<file path="src/rtl/prog_sequencer_pkg.sv">
// Shared definitions for the program sequencer: FSM state encoding and default drain depth.
package prog_sequencer_pkg;

  typedef enum logic [2:0] {
    S_IDLE  = 3'd0,
    S_FETCH = 3'd1,
    S_EXEC  = 3'd2,
    S_DRAIN = 3'd3,
    S_DONE  = 3'd4
  } seq_state_t;

  localparam int DRAIN_CYCLES_DEFAULT = 2;

endpackage

</file>
<file path="src/rtl/prog_sequencer.sv">
// Program sequencer: walks instruction memory from address 0 for prog_len entries,
// issuing one decoded instruction every two cycles, then drains the datapath and pulses done.
module prog_sequencer
  import prog_sequencer_pkg::*;
#(
  parameter int INS_ADDR_WIDTH = 10,
  parameter int DRAIN_CYCLES   = DRAIN_CYCLES_DEFAULT
) (
  input  logic                      clk,
  input  logic                      rstn,
  input  logic                      start,
  input  logic                      abort,
  input  logic                      hold,
  input  logic [INS_ADDR_WIDTH:0]   prog_len,
  output logic [INS_ADDR_WIDTH-1:0] pc,
  output logic                      ins_fetch_en,
  output logic                      issue,
  output logic                      busy,
  output logic                      done,
  output logic [INS_ADDR_WIDTH:0]   ins_count
);

  localparam int DRAIN_EFF = (DRAIN_CYCLES < 1) ? 1 : DRAIN_CYCLES;
  localparam int DW        = $clog2(DRAIN_EFF + 1);
  localparam logic [INS_ADDR_WIDTH:0] MAX_LEN = {1'b1, {INS_ADDR_WIDTH{1'b0}}};
  localparam logic [INS_ADDR_WIDTH:0] ONE     = {{INS_ADDR_WIDTH{1'b0}}, 1'b1};

  seq_state_t              state_reg;
  seq_state_t              state_next;
  logic [INS_ADDR_WIDTH:0] len_q;
  logic [DW-1:0]           drain_cnt_reg;
  logic                    last_pc;

  // Length is clamped so the final pc is all-ones and never wraps.
  assign last_pc = ({1'b0, pc} == (len_q - ONE));

  always_comb begin
    state_next = state_reg;
    if (abort) begin
      state_next = S_IDLE;
    end else begin
      case (state_reg)
        S_IDLE:  if (start) state_next = (prog_len == '0) ? S_DONE : S_FETCH;
        S_FETCH: if (!hold) state_next = S_EXEC;
        S_EXEC:  state_next = last_pc ? S_DRAIN : S_FETCH;
        S_DRAIN: if (drain_cnt_reg == '0) state_next = S_DONE;
        S_DONE:  state_next = S_IDLE;
        default: state_next = S_IDLE;
      endcase
    end
  end

  always_ff @(posedge clk) begin
    if (!rstn) begin
      state_reg     <= S_IDLE;
      len_q         <= '0;
      drain_cnt_reg <= '0;
      pc            <= '0;
      ins_count     <= '0;
      ins_fetch_en  <= 1'b0;
      issue         <= 1'b0;
      busy          <= 1'b0;
      done          <= 1'b0;
    end else begin
      state_reg    <= state_next;
      ins_fetch_en <= (state_next == S_FETCH);
      issue        <= (state_next == S_EXEC);
      busy         <= (state_next == S_FETCH) || (state_next == S_EXEC) || (state_next == S_DRAIN);
      done         <= (state_next == S_DONE);

      if (abort) begin
        pc <= '0;
      end else begin
        case (state_reg)
          S_IDLE: begin
            if (start) begin
              len_q     <= (prog_len > MAX_LEN) ? MAX_LEN : prog_len;
              pc        <= '0;
              ins_count <= '0;
            end
          end
          S_FETCH: begin
            // Count at the hand-off into EXEC so ins_count already includes the issuing instruction.
            if (!hold) ins_count <= ins_count + ONE;
          end
          S_EXEC: begin
            if (last_pc) drain_cnt_reg <= DW'(DRAIN_EFF - 1);
            else         pc            <= pc + 1'b1;
          end
          S_DRAIN: begin
            if (drain_cnt_reg != '0) drain_cnt_reg <= drain_cnt_reg - 1'b1;
          end
          default: ;
        endcase
      end
    end
  end

endmodule

</file>
<file path="config.mk">
export PLATFORM = sky130hd
export DESIGN_NAME = prog_sequencer
export DESIGN_NICKNAME = d
export VERILOG_FILES = /design/src/rtl/prog_sequencer_pkg.sv /design/src/rtl/prog_sequencer.sv
export SDC_FILE = /design/constraint.sdc
export NUM_CORES = 1
export LEC_CHECK = 0
export CORE_ASPECT_RATIO = 0.5
export CORE_MARGIN = 2
export CORE_UTILIZATION = 30
export DETAILED_ROUTE_END_ITERATION = 16
export HOLD_SLACK_MARGIN = 0.15
export PLACE_DENSITY = 0.62
export SYNTH_ARGS = -nofsm -noshare
export SYNTH_HDL_FRONTEND = slang
export SYNTH_SLANG_ARGS = --single-unit
</file>
<file path="constraint.sdc">
create_clock -name clk -period 4.91 [get_ports clk]
set_input_delay 0.982 -clock clk [delete_from_list [all_inputs] [get_ports clk]]
set_output_delay 0.982 -clock clk [all_outputs]
set_load 0.005 [all_outputs]
</file>
==> results.sh, run 1 <==
export IMPL_tns_ps=0
export IMPL_h_tree_depth=2
export IMPL_max_slew_margin=0.425
export IMPL_synth_top_family_by_area="simple AND/OR/NAND/NOR gates"
export IMPL_finalCriticalPeriod_ps=3170
export IMPL_async_flop_share=0
export IMPL_synth_adder_area_share=0.0223
export IMPL_drc=0
export IMPL_layout_area_overhead_vs_synth_pct=29.5
export IMPL_synthesis_area_um2=2240
export IMPL_hold_class="register to register"
export IMPL_fmax_ghz=0.315
export IMPL_drive_gt1_frac=0.0583
export IMPL_crit_chain="clkdlybuf4s50_1 -> or4b_2 -> o21ai_0 -> nor2_1 -> nand4_1 -> nor3_1 -> xnor2_1 -> nor2_1"
export IMPL_yosysWarnings=0
export IMPL_drt_wirelength_per_cell_um=13.4
export IMPL_cp_arrival_ps=3330
export IMPL_yosysSeqAreaShare=0.366
export IMPL_startpoint_type="input pin"
export IMPL_insertion_delay_ps=280
export IMPL_finalCritPeriodShare=0.646
export IMPL_hold_path_depth=2
export IMPL_grt_max_degree=17
export IMPL_dp_cells=397
export IMPL_synth_seq_cells=41
export IMPL_setup_viol=0
export IMPL_tritoncts="built"
export IMPL_dp_hpwl_mm=4.14
export IMPL_fp_dieH_um=65.1
export IMPL_grt_pass1_vias=1951
export IMPL_start_util=0.307
export IMPL_cts_resized_gates=0
export IMPL_rr_worst_depth=10
export IMPL_cts_hold_buf=0
export IMPL_skew_ps=5.30
export IMPL_vias=2048
export IMPL_fillCellCount=714
export IMPL_hold_viol_final=0
export IMPL_stdcell_count=405
export IMPL_critPathMaxStageDelay_ps=800
export IMPL_path_clk_slew_ps=60
export IMPL_ios=41
export IMPL_slew_viol_final=0
export IMPL_viasPerCell=5.06
export IMPL_die_x_um=126
export IMPL_numCtsBuffers=5
export IMPL_critPathLaunch="start"
export IMPL_slowest_stage="or4b_2"
export IMPL_leakage_nw=0.974
export IMPL_grtUsageTotal=0.137
export IMPL_antenna_found_initial=0
export IMPL_hp_start="drain_cnt_reg[0]$_SDFFE_PN0P_"
export IMPL_vdd_drop_max_mv=0.144
export IMPL_regArea_um2=821
export IMPL_core_rowCount=22
export IMPL_gp_congestion=0.823
export IMPL_synth_compound_area_share=0.176
export IMPL_ys_flop_type="dfxtp_1"
export IMPL_powerDensity_nw_per_um2=277
export IMPL_rsz0062_at_grt="false"
export IMPL_drt_wl_total_mm=5.42
export IMPL_avgSynthCellArea_um2=8.33
export IMPL_path_common_cell="nor2_1"
export IMPL_crit_path_end_kind="register"
export IMPL_synth_edf_count=0
export IMPL_cts_sinks=41
export IMPL_cts_root_buf="clkbuf_16"
export IMPL_path_class="input pin to register"
export IMPL_core_um2=7290
export IMPL_synth_area_mux_share=0.00893
export IMPL_worst_pin_slew_ps=851
export IMPL_outcome="complete, no violations"
export IMPL_overflow=0
export IMPL_syn_instance_count=269
export IMPL_multi_input_area_um2=1340
export IMPL_die_area_um2=8220
export IMPL_finalNetCount=328
export IMPL_drt_initial_drc_count=90
export IMPL_port_buffers=40
export IMPL_cp_max_fo=13
export IMPL_largest_registers="ins_count (11), len_q (11), pc (10)"
export IMPL_drtAntennaViolNets=0
export IMPL_r2r_start="len_q[0]$_SDFFE_PN0P_"
export IMPL_post_cts_buffers=0
export IMPL_yosys_cell_types_count=47
export IMPL_required_ps=5070
export IMPL_synth_simple_area_share=0.286
export IMPL_grt_pass1_wl_mm=9.09
export IMPL_cap_violations=0
export IMPL_clock_path_buffers=2
export IMPL_drtPass1Iterations=4
export IMPL_synth_xor_area_share=0.102
export IMPL_syn_nets=289
export IMPL_diodes=0
==> cell usage after synthesis, types with 6 or more instances <==
cell / n / area (um2)
xor2_1: 7 / 61.3
inv_1: 14 / 52.6
xnor2_1: 19 / 166
a21oi_1: 22 / 110
nand4_1: 6 / 37.5
clkbuf_1: 6 / 22.5
nand3_1: 7 / 35.0
nor2_1: 26 / 97.6
nand3b_1: 12 / 90.1
dfxtp_1: 41 / 821
o21ai_0: 7 / 35.0
nand2_1: 30 / 113
==> per-stage QoR <==
stage / power (mW) / utilization / hold slack, ps / setup slack, ps / instance area (um2)
floorplan: 0.400 / - / 453 / 2300 / 2240
global placement: 0.426 / 0.374 / 470 / 1540 / 2730
detailed placement: 0.428 / 0.374 / 479 / 1440 / 2730
CTS: 0.810 / 0.398 / 488 / 1740 / 2900
global route: 0.833 / 0.398 / 517 / 1490 / 2900
finish: 0.805 / 0.398 / 484 / 1740 / 2900
==> where the power goes <==
group | total (mW) | switching [mW] | internal, mW | leakage [nW]
clock | 0.384 | 0.130 | 0.254 | 0.0841
combinational | 0.0771 | 0.0410 | 0.0362 | 0.559
sequential | 0.343 | 0.00601 | 0.337 | 0.331
==> cell usage in the layout (no fill, tap or decap), drive strengths merged, types with 3 or more instances in the layout <==
master,synthesis,routed
or3,5,5
nor3,6,6
nand2,30,30
a21oi,22,22
o21ai,7,7
xor2,7,7
o31ai,4,4
nand3,7,7
nor2,26,26
clkdlybuf4s50,0,40
nor4,4,4
xnor2,19,19
nand3b,12,12
nand2b,4,4
inv,14,14
clkbuf,6,7
and3,5,5
or4,3,3
dfxtp,41,41
nand4,6,6
ha,4,4
o211ai,3,3
==> routing by layer <==
metal / up-vias / routed length, um / GRT usage
met3: 7 / 177 / 0.0269
met2: 36 / 2470 / 0.231
met5: - / 0 / 0
met1: 976 / 2710 / 0.177
met4: 0 / 61 / 0.0467
li1: 1029 / - / -
==> cell type report <==
cell class	instances	share of cell area
Clock buffer	7	0.0492
Clock inverter	1	0.0103
Inverter	14	0.0181
Multi-Input combinational cell	206	0.460
Sequential cell	41	0.283
Tap cell	96	0.0414
Timing Repair Buffer	40	0.138
==> critical path, delay by kind of cell <==
family,cells,cell delay [ps]
AND/OR/NAND/NOR,5,1380
buffers and inverters,1,490
AO/OA/AOI/OAI,1,340
XOR/XNOR,1,140
==> final timing paths <==
kind	end	slack [ps]
setup / recovery	ins_count[10]$_SDFFE_PN0P_	1740
hold / removal	drain_cnt_reg[0]$_SDFFE_PN0P_	480
setup reg to reg	pc[7]$_SDFFE_PP0P_	2040
hold reg to reg	drain_cnt_reg[0]$_SDFFE_PN0P_	480
==> kinds of logic after synthesis <==
logic type               after synthesis
AO/OA/AOI/OAI                         54
multiplexers                           2
buffers and inverters                 22
AND/OR/NAND/NOR                      120
XOR/XNOR                              26
flip-flops                            41
adder cells (fa/ha/maj)                4
(Power assumes the default switching activity.)
==> run 2, diff against run 1 <==
Settings changed: PLACE_DENSITY 0.62 to 0.63.
Clock period 4.91 ns to 2.5 ns, I/O delays scaled along.
==> results.sh, run 2 (synthesis results as in run 1) <==
export IMPL_crit_path_end_kind="register"
export IMPL_tns_ps=-2240
export IMPL_viasPerCell=5.10
export IMPL_clock_path_buffers=2
export IMPL_gr_usage_met3=0.0342
export IMPL_die_x_um=126
export IMPL_tritoncts="built"
export IMPL_path_clk_slew_ps=60
export IMPL_grtUsageTotal=0.149
export IMPL_fin_util=0.473
export IMPL_powerDensity_nw_per_um2=464
export IMPL_dp_hpwl_mm=4.41
export IMPL_switching_share=0.243
export IMPL_critPathMaxStageDelay_ps=580
export IMPL_grt_pass1_vias=2249
export IMPL_drive_gt1_frac=0.258
export IMPL_cts_root_buf="clkbuf_16"
export IMPL_cp_arrival_ps=2900
export IMPL_gr_max_usage_layer="met2"
export IMPL_cap_violations=0
export IMPL_crit_chain="or4_4 -> buf_6 -> nor3_4 -> xnor2_1 -> a2111o_1 -> o31ai_4 -> buf_6 -> a2111oi_4 -> buf_4 -> a31o_2"
export IMPL_start_util=0.307
export IMPL_cp_max_fo=5
export IMPL_grtUsageMet1=0.178
export IMPL_skew_ps=5.01
export IMPL_finalCritPeriodShare=1.09
export IMPL_slew_viol_final=0
export IMPL_core_um2=7290
export IMPL_grt_use_met2=0.263
export IMPL_die_area_um2=8220
export IMPL_leakage_nw=1.29
export IMPL_p_seq_frac=0.420
export IMPL_layout_common_cells="buf_4, clkdlybuf4s50_1, dfxtp_1, nand2_1, nor2_1"
export IMPL_worst_pin_slew_ps=551
export IMPL_drc=0
export IMPL_fmax_ghz=0.368
export IMPL_final_common_cell="buf_4"
export IMPL_vias=2326
export IMPL_h_tree_depth=2
export IMPL_fp_dieH_um=65.1
export IMPL_hold_path_depth=2
export IMPL_setup_viol=16
export IMPL_outcome="complete, but fails checks"
export IMPL_insertion_delay_ps=290
export IMPL_grt_pass1_wl_mm=9.90
export IMPL_ios=41
export IMPL_finalCriticalPeriod_ps=2720
export IMPL_antenna_found_initial=0
export IMPL_p_clk_frac=0.432
export IMPL_combinationalPowerShare=0.149
export IMPL_p_switching_mw=0.388
export IMPL_hold_class="register to register"
export IMPL_max_slew_margin=0.632
export IMPL_rr_worst_depth=10
export IMPL_overflow=0
export IMPL_stdcell_count=456
export IMPL_cts_sinks=41
export IMPL_hold_viol_final=0
export IMPL_slowest_stage="or4_4"
export IMPL_drtAntennaViolNets=0
export IMPL_diodes=0
export IMPL_startpoint_type="register"
export IMPL_vdd_drop_max_mv=0.276
export IMPL_gp_congestion=0.901
export IMPL_numCtsBuffers=5
export IMPL_drtPass1Iterations=4
export IMPL_layout_area_overhead_vs_synth_pct=53.8
export IMPL_ff2ff_setup_slack_ps=-220
export IMPL_largest_registers="ins_count (11), len_q (11), pc (10)"
export IMPL_rsz0062_at_grt="true"
export IMPL_finalNetCount=379
export IMPL_core_rowCount=22
export IMPL_dp_cells=432
export IMPL_drt_wirelength_per_cell_um=14.0
export IMPL_drt_wl_total_mm=6.40
export IMPL_grt_max_degree=17
export IMPL_path_class="register to register"
export IMPL_required_ps=2680
export IMPL_drt_initial_drc_count=118
export IMPL_path_common_cell="buf_6"
export IMPL_fin_total_pwr_mw=1.60
export IMPL_port_buffers=40
export IMPL_worst_slack_ps=-219
export IMPL_violations="setup timing"
export IMPL_p_int_mw=1.21
## run 2: worst paths after layout
kind                         start                    end
max          len_q[3]$_SDFFE_PN0P_     pc[7]$_SDFFE_PP0P_
min          len_q[0]$_SDFFE_PN0P_  len_q[0]$_SDFFE_PN0P_
max reg2reg  len_q[3]$_SDFFE_PN0P_     pc[7]$_SDFFE_PP0P_
min reg2reg  len_q[0]$_SDFFE_PN0P_  len_q[0]$_SDFFE_PN0P_
## run 2: area by class of cell
| type | instances | area, um2 |
|---|---|---|
| timing repair buffer | 91 | 815 |
| inverter | 14 | 55.1 |
| clock inverter | 1 | 5.00 |
| tap | 96 | 120 |
| fill | 650 | 3850 |
| multi-input combinational | 206 | 1470 |
| clock buffer | 7 | 153 |
| sequential | 41 | 826 |
## run 2: power groups by stage
stage	clock, mW	combinational (mW)	sequential (mW)
2_1_floorplan	0	0.108	0.685
3_3_place_gp	0	0.185	0.684
3_5_place_dp	0	0.189	0.684
4_1_cts	0.696	0.203	0.670
5_1_grt	0.726	0.255	0.671
6_report	0.690	0.237	0.671
## run 2: critical path: cells and delay by family, from the launching register on
| family | cells | cell delay, ps |
|---|---|---|
| simple gates | 2 | 720 |
| flops | 1 | 320 |
| xor+xnor | 1 | 110 |
| compound gates | 4 | 1020 |
| buf+inv | 3 | 450 |
## run 2: stage by stage
stage / worst slack (ps) / instance area [um2] / hold WS, ps
5_1_grt: -299 / 3450 / 490
4_1_cts: -129 / 3270 / 474
3_3_place_gp: -209 / 3000 / 458
2_1_floorplan: -31.1 / 2260 / 453
3_5_place_dp: -261 / 3000 / 466
6_report: -219 / 3450 / 473
## run 2: metal layers
layer,part of all wire,wire [um]
met5,0,0
met3,0.050,317
met2,0.50,3170
met1,0.43,2770
met4,0.022,138
## run 2: timing repair
| item | 4_1_cts | 5_1_grt |
|---|---|---|
| hold buffers | 0 | 0 |
| pin swaps | 13 | 19 |
| setup buffers | 7 | 10 |
| setup endpoints to repair | 16 | 22 |
| resized for setup | 15 | 24 |
